## src/rtl/inst_fetch_pkg.sv

```systemverilog
`default_nettype none
// ============================================================================
// Module   : inst_fetch_pkg
// Purpose  : Shared defines for the instruction fetch slice: bus widths,
//            common constants, the buffered fetch entry and an alignment
//            helper.
// Revision : 1.0 - initial release
// ============================================================================
package inst_fetch_pkg;

  localparam int          RegBus            = 32;
  localparam int          InstBus           = 32;
  localparam logic [31:0] ZeroWord          = 32'h0000_0000;
  localparam logic [31:0] InstAddrIncrement = 32'd4;
  localparam logic        Valid             = 1'b1;
  localparam logic        Invalid           = 1'b0;

  // One buffered fetch result: PC, instruction word, address-error flag
  localparam int FIFO_W = RegBus + InstBus + 1;

  typedef struct packed {
    logic [RegBus-1:0]  pc;
    logic [InstBus-1:0] inst;
    logic               adel;
  } fetch_entry_t;

  // A fetch address is legal only on an instruction-size boundary
  function automatic logic is_aligned(input logic [RegBus-1:0] addr);
    return (addr & (InstAddrIncrement - 32'd1)) == ZeroWord;
  endfunction

endpackage
`default_nettype wire

```

## src/rtl/inst_fetch_if.sv

```systemverilog
`default_nettype none
// ============================================================================
// Module   : inst_fetch_if
// Purpose  : Instruction memory request/response channel. The fetch stage
//            is the master; the instruction memory is the slave.
// Revision : 1.0 - initial release
// ============================================================================
interface inst_fetch_if;
  import inst_fetch_pkg::*;

  logic               inst_req;
  logic [RegBus-1:0]  inst_addr;
  logic               inst_addr_ok;
  logic               inst_data_ok;
  logic [InstBus-1:0] inst_rdata;

  modport master (
    output inst_req,
    output inst_addr,
    input  inst_addr_ok,
    input  inst_data_ok,
    input  inst_rdata
  );

  modport slave (
    input  inst_req,
    input  inst_addr,
    output inst_addr_ok,
    output inst_data_ok,
    output inst_rdata
  );

endinterface
`default_nettype wire

```

## src/rtl/fetch_fifo.sv

```systemverilog
`default_nettype none
// ============================================================================
// Module   : fetch_fifo
// Purpose  : Small synchronous FIFO holding fetched entries between the
//            memory response and decode. Flush empties it but still accepts
//            a push presented in the same cycle. Push and pop in one cycle
//            both take effect, also when full.
// Revision : 1.0 - initial release
// ============================================================================
module fetch_fifo #(
  parameter int DEPTH = 1,
  parameter int WIDTH = 65
) (
  input  wire  logic             clk,
  input  wire  logic             rst,
  input  logic                   i_push,
  input  logic                   i_pop,
  input  logic                   i_flush,
  input  logic [WIDTH-1:0]       i_data,
  output logic [WIDTH-1:0]       o_data,
  output logic                   o_full,
  output logic                   o_empty
);

  localparam int                 PTR_W     = (DEPTH > 1) ? $clog2(DEPTH) : 1;
  localparam int                 SLOTS     = 1 << PTR_W;
  localparam int                 CNT_W     = $clog2(DEPTH + 1);
  localparam logic [PTR_W-1:0]   FIRST_PTR = '0;
  localparam logic [PTR_W-1:0]   LAST_PTR  = PTR_W'(DEPTH - 1);
  localparam logic [CNT_W-1:0]   FULL_CNT  = CNT_W'(DEPTH);
  localparam logic [CNT_W-1:0]   ONE_CNT   = CNT_W'(1);

  logic [WIDTH-1:0] r_mem [SLOTS];
  logic [PTR_W-1:0] r_wr_ptr;
  logic [PTR_W-1:0] r_rd_ptr;
  logic [CNT_W-1:0] r_count;
  logic             w_push;
  logic             w_pop;

  function automatic logic [PTR_W-1:0] ptr_inc(input logic [PTR_W-1:0] p);
    return (p == LAST_PTR) ? FIRST_PTR : p + 1'b1;
  endfunction

  assign o_full  = (r_count == FULL_CNT);
  assign o_empty = (r_count == '0);
  assign o_data  = r_mem[r_rd_ptr];
  assign w_pop   = i_pop & ~o_empty;
  assign w_push  = i_push & (~o_full | w_pop);

  // Storage, pointers and occupancy
  always_ff @(posedge clk or negedge rst) begin
    if (!rst) begin
      for (int i = 0; i < SLOTS; i++) r_mem[i] <= '0;
      r_wr_ptr <= FIRST_PTR;
      r_rd_ptr <= FIRST_PTR;
      r_count  <= '0;
    end else if (i_flush) begin
      r_rd_ptr <= FIRST_PTR;
      if (i_push) begin
        r_mem[FIRST_PTR] <= i_data;
        r_wr_ptr         <= ptr_inc(FIRST_PTR);
        r_count          <= ONE_CNT;
      end else begin
        r_wr_ptr <= FIRST_PTR;
        r_count  <= '0;
      end
    end else begin
      if (w_push) begin
        r_mem[r_wr_ptr] <= i_data;
        r_wr_ptr        <= ptr_inc(r_wr_ptr);
      end
      if (w_pop) r_rd_ptr <= ptr_inc(r_rd_ptr);
      case ({w_push, w_pop})
        2'b10:   r_count <= r_count + 1'b1;
        2'b01:   r_count <= r_count - 1'b1;
        default: r_count <= r_count;
      endcase
    end
  end

endmodule
`default_nettype wire

```

## src/rtl/inst_fetch.sv

```systemverilog
`default_nettype none
// ============================================================================
// Module   : inst_fetch
// Purpose  : Instruction fetch stage. Issues one memory request at a time
//            for pc_i, turns misaligned PCs into address-error entries
//            without touching memory, buffers results for decode and
//            discards a response that belongs to a flushed request.
// Config   : IF_BUF2_EN defined   -> two-entry buffer (fetch runs one ahead)
//            IF_BUF2_EN undefined -> one-entry buffer
// Revision : 1.0 - initial release
// ============================================================================
module inst_fetch
  import inst_fetch_pkg::*;
(
  input  wire  logic              clk,
  input  wire  logic              rst,
  input  logic [RegBus-1:0]       pc_i,
  output logic                    pc_read_ready,
  inst_fetch_if.master            mem,
  input  logic                    flush,
  input  logic                    stall,
  output logic                    id_valid,
  output logic [RegBus-1:0]       id_pc,
  output logic [InstBus-1:0]      id_inst,
  output logic                    id_excpt_adel
);

`ifdef IF_BUF2_EN
  localparam int FETCH_DEPTH = 2;
`else
  localparam int FETCH_DEPTH = 1;
`endif

  logic              r_fetch_en;
  logic              r_outstanding;
  logic              r_discard;
  logic [RegBus-1:0] r_req_pc;

  logic              w_aligned;
  logic              w_can_fetch;
  logic              w_adel;
  logic              w_addr_hs;
  logic              w_resp;
  logic              w_push;
  logic              w_pop;
  logic              w_full;
  logic              w_empty;
  fetch_entry_t      w_push_entry;
  fetch_entry_t      w_head;

  // Request eligibility: only the registered state gates issue, so a flush
  // cycle can already issue for the redirected PC when nothing is in flight.
  assign w_aligned     = is_aligned(pc_i);
  assign w_can_fetch   = r_fetch_en & ~r_outstanding & ~r_discard & ~w_full;
  assign mem.inst_req  = w_can_fetch & w_aligned;
  assign mem.inst_addr = pc_i;
  assign w_adel        = w_can_fetch & ~w_aligned;
  assign w_addr_hs     = mem.inst_req & mem.inst_addr_ok;
  assign pc_read_ready = w_addr_hs | w_adel;

  // Responses only count against an open request; stale or flushed data drops
  assign w_resp        = r_outstanding & mem.inst_data_ok;
  assign w_push        = (w_resp & ~r_discard & ~flush) | w_adel;
  assign w_push_entry  = w_adel ? '{pc: pc_i,     inst: ZeroWord,       adel: Valid}
                                : '{pc: r_req_pc, inst: mem.inst_rdata, adel: Invalid};

  assign id_valid      = ~w_empty & ~flush;
  assign w_pop         = id_valid & ~stall;
  assign id_pc         = w_head.pc;
  assign id_inst       = w_head.inst;
  assign id_excpt_adel = w_head.adel;

  fetch_fifo #(
    .DEPTH (FETCH_DEPTH),
    .WIDTH (FIFO_W)
  ) u_fetch_fifo (
    .clk     (clk),
    .rst     (rst),
    .i_push  (w_push),
    .i_pop   (w_pop),
    .i_flush (flush),
    .i_data  (w_push_entry),
    .o_data  (w_head),
    .o_full  (w_full),
    .o_empty (w_empty)
  );

  // Fetch enable, in-flight request tracking and discard of flushed responses
  always_ff @(posedge clk or negedge rst) begin
    if (!rst) begin
      r_fetch_en    <= Invalid;
      r_outstanding <= Invalid;
      r_discard     <= Invalid;
      r_req_pc      <= ZeroWord;
    end else begin
      r_fetch_en <= Valid;
      if (w_addr_hs) begin
        r_outstanding <= Valid;
        r_req_pc      <= pc_i;
      end else if (w_resp) begin
        r_outstanding <= Invalid;
      end
      if (w_resp)
        r_discard <= Invalid;
      else if (flush && r_outstanding)
        r_discard <= Valid;
    end
  end

endmodule
`default_nettype wire
```

## src/flat_wrapper.sv

```systemverilog
// flat-port wrapper written by rule: the top's interface ports become plain ports
module inst_fetch_flat import inst_fetch_pkg::*;
  (clk, rst, pc_i, pc_read_ready, flush, stall, id_valid, id_pc, id_inst, id_excpt_adel, mem_inst_req, mem_inst_addr, mem_inst_addr_ok, mem_inst_data_ok, mem_inst_rdata);
  inst_fetch_if mem_i ();
  input  wire  logic clk;
  input  wire  logic rst;
  input  logic [RegBus-1:0] pc_i;
  output logic pc_read_ready;
  input  logic flush;
  input  logic stall;
  output logic id_valid;
  output logic [RegBus-1:0] id_pc;
  output logic [InstBus-1:0] id_inst;
  output logic id_excpt_adel;
  output wire logic [$bits(mem_i.inst_req)-1:0] mem_inst_req;
  output wire logic [$bits(mem_i.inst_addr)-1:0] mem_inst_addr;
  input wire logic [$bits(mem_i.inst_addr_ok)-1:0] mem_inst_addr_ok;
  input wire logic [$bits(mem_i.inst_data_ok)-1:0] mem_inst_data_ok;
  input wire logic [$bits(mem_i.inst_rdata)-1:0] mem_inst_rdata;
  assign mem_inst_req = mem_i.inst_req;
  assign mem_inst_addr = mem_i.inst_addr;
  assign mem_i.inst_addr_ok = mem_inst_addr_ok;
  assign mem_i.inst_data_ok = mem_inst_data_ok;
  assign mem_i.inst_rdata = mem_inst_rdata;
  inst_fetch u_core (.clk(clk), .rst(rst), .pc_i(pc_i), .pc_read_ready(pc_read_ready), .mem(mem_i), .flush(flush), .stall(stall), .id_valid(id_valid), .id_pc(id_pc), .id_inst(id_inst), .id_excpt_adel(id_excpt_adel));
endmodule
```

## config.mk

```make
export PLATFORM = sky130hd
export DESIGN_NAME = inst_fetch_flat
export DESIGN_NICKNAME = d
export VERILOG_FILES = /design/src/rtl/inst_fetch_pkg.sv /design/src/rtl/inst_fetch_if.sv /design/src/rtl/fetch_fifo.sv /design/src/rtl/inst_fetch.sv /design/src/flat_wrapper.sv
export SDC_FILE = /design/constraint.sdc
export NUM_CORES = 1
export LEC_CHECK = 0
export CAP_MARGIN = 10
export CORE_ASPECT_RATIO = 1.4
export CORE_MARGIN = 1.5
export CORE_UTILIZATION = 45
export CTS_BUF_LIST = sky130_fd_sc_hd__clkbuf_2 sky130_fd_sc_hd__clkbuf_4 sky130_fd_sc_hd__clkbuf_8
export DETAILED_ROUTE_END_ITERATION = 10
export HOLD_SLACK_MARGIN = 0.1
export PLACE_DENSITY_LB_ADDON = 0.2
export SLEW_MARGIN = 20
export SYNTH_ARGS = -nofsm -noshare
export SYNTH_HDL_FRONTEND = slang
export SYNTH_SLANG_ARGS = --single-unit
```

## constraint.sdc

```tcl
create_clock -name clk -period 6.98 [get_ports clk]
set_clock_uncertainty 0.2 [all_clocks]
set_input_delay 2.094 -clock clk [delete_from_list [all_inputs] [get_ports clk]]
set_output_delay 2.094 -clock clk [all_outputs]
set_load 0.005 [all_outputs]
```

==> impl_metrics.ini, run 1 <==
[global_route]
grt.total_usage = 0.212
antenna_found_initial = 0
gr-total-overflow = 0
grt_pass1_vias = 3542
grt_pass1_wl_mm = 17.6
grt_start_max_net_pins = 53

[power]
p_switching_uw = 583
power_density_mw_per_mm2 = 336
total_power_mw = 2.13
switching_share = 0.274
comb_power_share = 0.352
ir_drop_v = 0.000162
p_clk_frac = 0.210
p_leak_nw = 2.65
seq_power_share = 0.438
p_int_mw = 1.55

[worst_setup_path]
crit_type = in2out
crit_end = pc_read_ready
r2r_end = u_core.u_fetch_fifo.r_mem[98]
reg2reg_from = u_core.r_outstanding
cp-end-kind = output port
worstSetupStartpointType = input port
r2r_slack_ns = 4.08
worst-r2r-cell-count = 5
cp_data_arrival_time_ns = 3.64
required_ns = 4.69
path_max_fanout = 5
worstSetupStartpoint = pc_i[1]

[yosys]
synth_area_mm2 = 0.00453
yosysSeqAreaShare = 0.558
yosysUniqueCellTypes = 28
synth-seq-cells = 101
yosys_warnings = 0
avgSynthCellArea_um2 = 11.9
synth_area_leaders = dfrtp_1 56%, mux2_4 8.6%, a2bb2oi_1 5.6%, a22oi_1 5.3%, buf_4 5.3%
synthCells = 379
netlist.area_leader.share = 0.558
yosysTopAreaCell = dfrtp_1
syn_nets = 449

[status]
status = completed

[drt]
avgRoutedWirePerCell_um = 17.0
antenna_left = 0
drt_iter0_markers = 153
via_per_inst = 5.43
wirelength_mm = 11.0
dr_total_vias = 3513
drc = 0
firstDrtPassIters = 4

[layout]
final_common_cell = clkdlybuf4s50_1
fin_nets = 577
drive_gt1_frac = 0.129
n_antenna_cell = 0
fillCellCount = 761
final_cell_area_mm2 = 0.00635
final_cell_mix = 168 x clkdlybuf4s50_1, 101 x dfrtp_1, 39 x nand2_1
finalNonFillerCells = 647
finalCoreUtilization = 0.645
syn2layout_area_growth_pct = 40.2

[place]
place_ws_ns = 1.05
place_area_mm2 = 0.00609
gp_congestion = 0.747
dp.cells = 631
dp_hpwl_mm = 7.29
port_buffers = 169

[sta]
fin_setup_tns_ns = 0
setup_ws_ns = 1.04
fmax_mhz = 168
final-hold-violation-count = 0
setup_viol = 0
drv_slew = 0
rsz0062_at_grt = no
slew_headroom = 0.332
whs_ns = 0.305
tightest_slew_ns = 1.00
fin_crit_sh = 0.851
fin_crit_ns = 5.94

[clock_network]
clock-sinks = 101
post-cts-setup-buffers = 0
clockBufferDepth = 2
cts_tree = done
htreeDepth = 3
numCtsBuffers = 9
hold_buffers = 0
clkLatencyLatePin_ns = 0.37
cts_root_buf = clkbuf_8
clkTransAtPathRegs_ns = 0.09
cts_resized = 0

[flow_run]
drv_cap = 0

[floorplanning]
dieArea_mm2 = 0.0107
start_util = 0.460
ioPinCount = 170
coreArea_mm2 = 0.00985
rows = 43
die_w_um = 87.8
die_h_um = 122

[hold_path]
hp-class = reg2reg
==> worst max-delay path, cell delays in order <==
cell             delay (ns)
clkdlybuf4s50_1        0.51
or2_2                  0.37
nand2_1                0.09
nand2_1                0.06
clkdlybuf4s50_1        0.50
==> flip-flops by register name, summed over array words and instances (netlist names) <==
signal and cells:
u_core.u_fetch_fifo.r_mem 65, u_core.r_req_pc 32, u_core.r_outstanding 1, u_core.r_discard 1, u_core.u_fetch_fifo.o_full 1, u_core.r_fetch_en 1
==> cells in the mapped netlist <==
library cell,number
nor4b_4,1
a21oi_2,1
and2_1,3
o22ai_1,30
buf_4,32
buf_6,3
conb_1,1
a21oi_1,2
a22o_1,2
inv_1,1
nand2_2,1
buf_2,3
or2_2,1
clkbuf_1,22
a22oi_1,32
mux2_2,6
nor2b_1,1
nand4bb_1,1
nor2_1,2
dfrtp_1,101
o2bb2a_1,1
a21boi_1,1
mux2_4,26
nand2_1,39
o21ai_0,35
nor3b_4,1
nor3_1,1
a2bb2oi_1,29
==> cell type report <==
type / instances / area [um2] / share of cell area
sequential: 101 / 2530 / 0.398
timing repair buffer: 177 / 1750 / 0.276
multi-input combinational: 217 / 1650 / 0.259
tap: 135 / 169 / 0.0266
clock buffer: 11 / 145 / 0.0229
clock inverter: 5 / 106 / 0.0168
inverter: 1 / 3.75 / 0.000591
==> how the worst min path moves through the flow <==
| stage | cells after the start | to | startpoint |
|---|---|---|---|
| after floorplan | 1 | u_core.r_req_pc[0] | u_core.r_req_pc[0] |
| after global placement | 1 | u_core.r_req_pc[0] | u_core.r_req_pc[0] |
| after detailed placement | 1 | u_core.r_req_pc[0] | u_core.r_req_pc[0] |
| after CTS | 1 | u_core.r_req_pc[0] | u_core.r_req_pc[0] |
| after global routing | 1 | u_core.r_req_pc[0] | u_core.r_req_pc[0] |
| final | 1 | u_core.r_req_pc[0] | u_core.r_req_pc[0] |
==> power groups by stage <==
stage / Clock, mW / Combinational (mW) / Sequential (mW)
after floorplan: 0 / 0.363 / 0.927
after CTS: 0.460 / 0.761 / 0.934
after detailed placement: 0 / 0.755 / 0.944
after global placement: 0 / 0.743 / 0.934
final: 0.448 / 0.750 / 0.934
after global routing: 0.483 / 0.808 / 0.959
==> layer usage <==
metal	track usage	vias up	wire length, um
met2	0.345	115	5410
met4	0.0883	0	224
met1	0.270	1767	4650
li1	-	1616	-
met5	0	-	0
met3	0.0461	15	713
==> cells by family after synthesis <==
family                 share of synthesized area
buffers and inverters                     0.0829
other                                   0.000829
AO/OA/AOI/OAI                              0.201
AND/OR/NAND/NOR                           0.0553
flip-flops                                 0.558
multiplexers                               0.101
Note: power is estimated with default switching activity, not from simulation.
==> run 2, diff against run 1 <==
--- a/config.mk
+++ b/config.mk
@@ -8,7 +8,7 @@
 export CAP_MARGIN = 10
 export CORE_ASPECT_RATIO = 1.4
 export CORE_MARGIN = 1.5
-export CORE_UTILIZATION = 45
+export CORE_UTILIZATION = 40
 export CTS_BUF_LIST = sky130_fd_sc_hd__clkbuf_2 sky130_fd_sc_hd__clkbuf_4 sky130_fd_sc_hd__clkbuf_8
 export DETAILED_ROUTE_END_ITERATION = 10
 export HOLD_SLACK_MARGIN = 0.1
==> impl_metrics.ini, run 2 (synthesis gave the netlist of run 1 again) <==
[place]
gp_congestion = 0.722
dp.cells = 638
port_buffers = 169
dp_hpwl_mm = 7.36

[sta]
final-hold-violation-count = 0
fmax_mhz = 168
drv_slew = 0
setup_viol = 0
fin_crit_ns = 5.94
fin_crit_sh = 0.851
whs_ns = 0.303
tightest_slew_ns = 0.771
slew_headroom = 0.486
fin_setup_tns_ns = 0
rsz0062_at_grt = no

[global_route]
grt.total_usage = 0.196
met1_usage = 0.265
grt_pass1_wl_mm = 18.3
gr-usage-met3 = 0.0496
grt_use_met2 = 0.307
grt_pass1_vias = 3544
gr-total-overflow = 0
grt_start_max_net_pins = 60
antenna_found_initial = 0
busiest_layer = met2

[layout]
final_common_cell = clkdlybuf4s50_1
largest_reg_flops = 65
reg.largest.list = u_core.u_fetch_fifo.r_mem: 65 flops, u_core.r_req_pc: 32 flops
syn2layout_area_growth_pct = 39.4
fin_nets = 578
finalNonFillerCells = 654
drive_gt1_frac = 0.131
final_cell_mix = 168 x clkdlybuf4s50_1, 101 x dfrtp_1, 39 x nand2_1
top_register = u_core.u_fetch_fifo.r_mem
n_antenna_cell = 0

[clock_network]
clockBufferDepth = 2
cts_tree = done
clock-sinks = 101
cts_root_buf = clkbuf_8
htreeDepth = 3
hold_buffers = 0
post-cts-setup-buffers = 0
cts_resized = 0
numCtsBuffers = 9
clkLatencyLatePin_ns = 0.37
clkTransAtPathRegs_ns = 0.09

[worst_setup_path]
crit_type = in2out
worst-r2r-cell-count = 6
cp-end-kind = output port
r2r_end = u_core.u_fetch_fifo.r_mem[99]
crit_end = pc_read_ready
r2r_slack_ns = 4.38
cp_data_arrival_time_ns = 3.65
path_max_fanout = 5
worstSetupStartpoint = pc_i[1]
reg2reg_from = u_core.r_outstanding
required_ns = 4.69
worstSetupStartpointType = input port

[drt]
drt_iter0_markers = 131
via_per_inst = 5.47
antenna_left = 0
avgRoutedWirePerCell_um = 17.5
dr_total_vias = 3577
firstDrtPassIters = 4
wirelength_mm = 11.4
drc = 0

[floorplanning]
coreArea_mm2 = 0.0109
dieArea_mm2 = 0.0120
rows = 45
die_w_um = 92.9
start_util = 0.414
die_h_um = 129
ioPinCount = 170

[power]
p_leak_nw = 2.64
power_density_mw_per_mm2 = 327
ir_drop_v = 0.000176

[status]
status = completed

[hold_path]
whs_path_depth = 1
hp-class = reg2reg

[flow_run]
drv_cap = 0
-- run 2: cell count changes in the layout (fill, tap and decap cells not counted), sizes merged --
cell and change:
clkbuf -2, buf +1, clkinv +3, bufinv -2
inv +1
-- run 2: cell type report --
class	instances	area (um2)
inverters	1	3.75
clock inverters	7	73.8
repair buffers	178	1760
multi-input cells	217	1650
clock buffers	9	124
flip-flops and latches	101	2530
well taps	141	176
fillers	935	4620
-- run 2: how the worst min path moves through the flow --
stage                             startpoint            endpoint  slack, ns
final                     u_core.r_req_pc[1]  u_core.r_req_pc[1]       0.30
after CTS                 u_core.r_req_pc[1]  u_core.r_req_pc[1]       0.30
after global routing      u_core.r_req_pc[1]  u_core.r_req_pc[1]       0.32
after global placement    u_core.r_req_pc[1]  u_core.r_req_pc[1]       0.27
after floorplan           u_core.r_req_pc[0]  u_core.r_req_pc[0]       0.25
after detailed placement  u_core.r_req_pc[1]  u_core.r_req_pc[1]       0.28
-- run 2: power by group --
| part | switching, mW | leakage [nW] | total, mW | internal, mW |
|---|---|---|---|---|
| sequential | 0.134 | 1.26 | 0.932 | 0.798 |
| combinational | 0.259 | 1.28 | 0.756 | 0.497 |
| clock | 0.205 | 0.100 | 0.373 | 0.168 |
-- run 2: stage by stage --
step / total power, mW / setup slack [ns] / instance area (um2) / utilization
final: 2.06 / 1.04 / 6310 / 0.577
after CTS: 2.08 / 1.01 / 6310 / 0.577
after global routing: 2.19 / 0.981 / 6310 / 0.577
after global placement: 1.68 / 1.03 / 6110 / 0.559
after detailed placement: 1.70 / 1.01 / 6110 / 0.559
after floorplan: 1.29 / 1.79 / 4530 / -
-- run 2: worst max-delay path, cell delays in order --
cell	delay [ns]
clkdlybuf4s50_1	0.51
or2_2	0.36
nand2_1	0.09
nand2_1	0.09
clkdlybuf4s50_1	0.50
-- run 2: per-layer routing --
metal	wire, um	up-vias
met5	0	-
met1	5050	1809
met2	5450	144
met3	784	9
met4	135	0
li1	-	1615
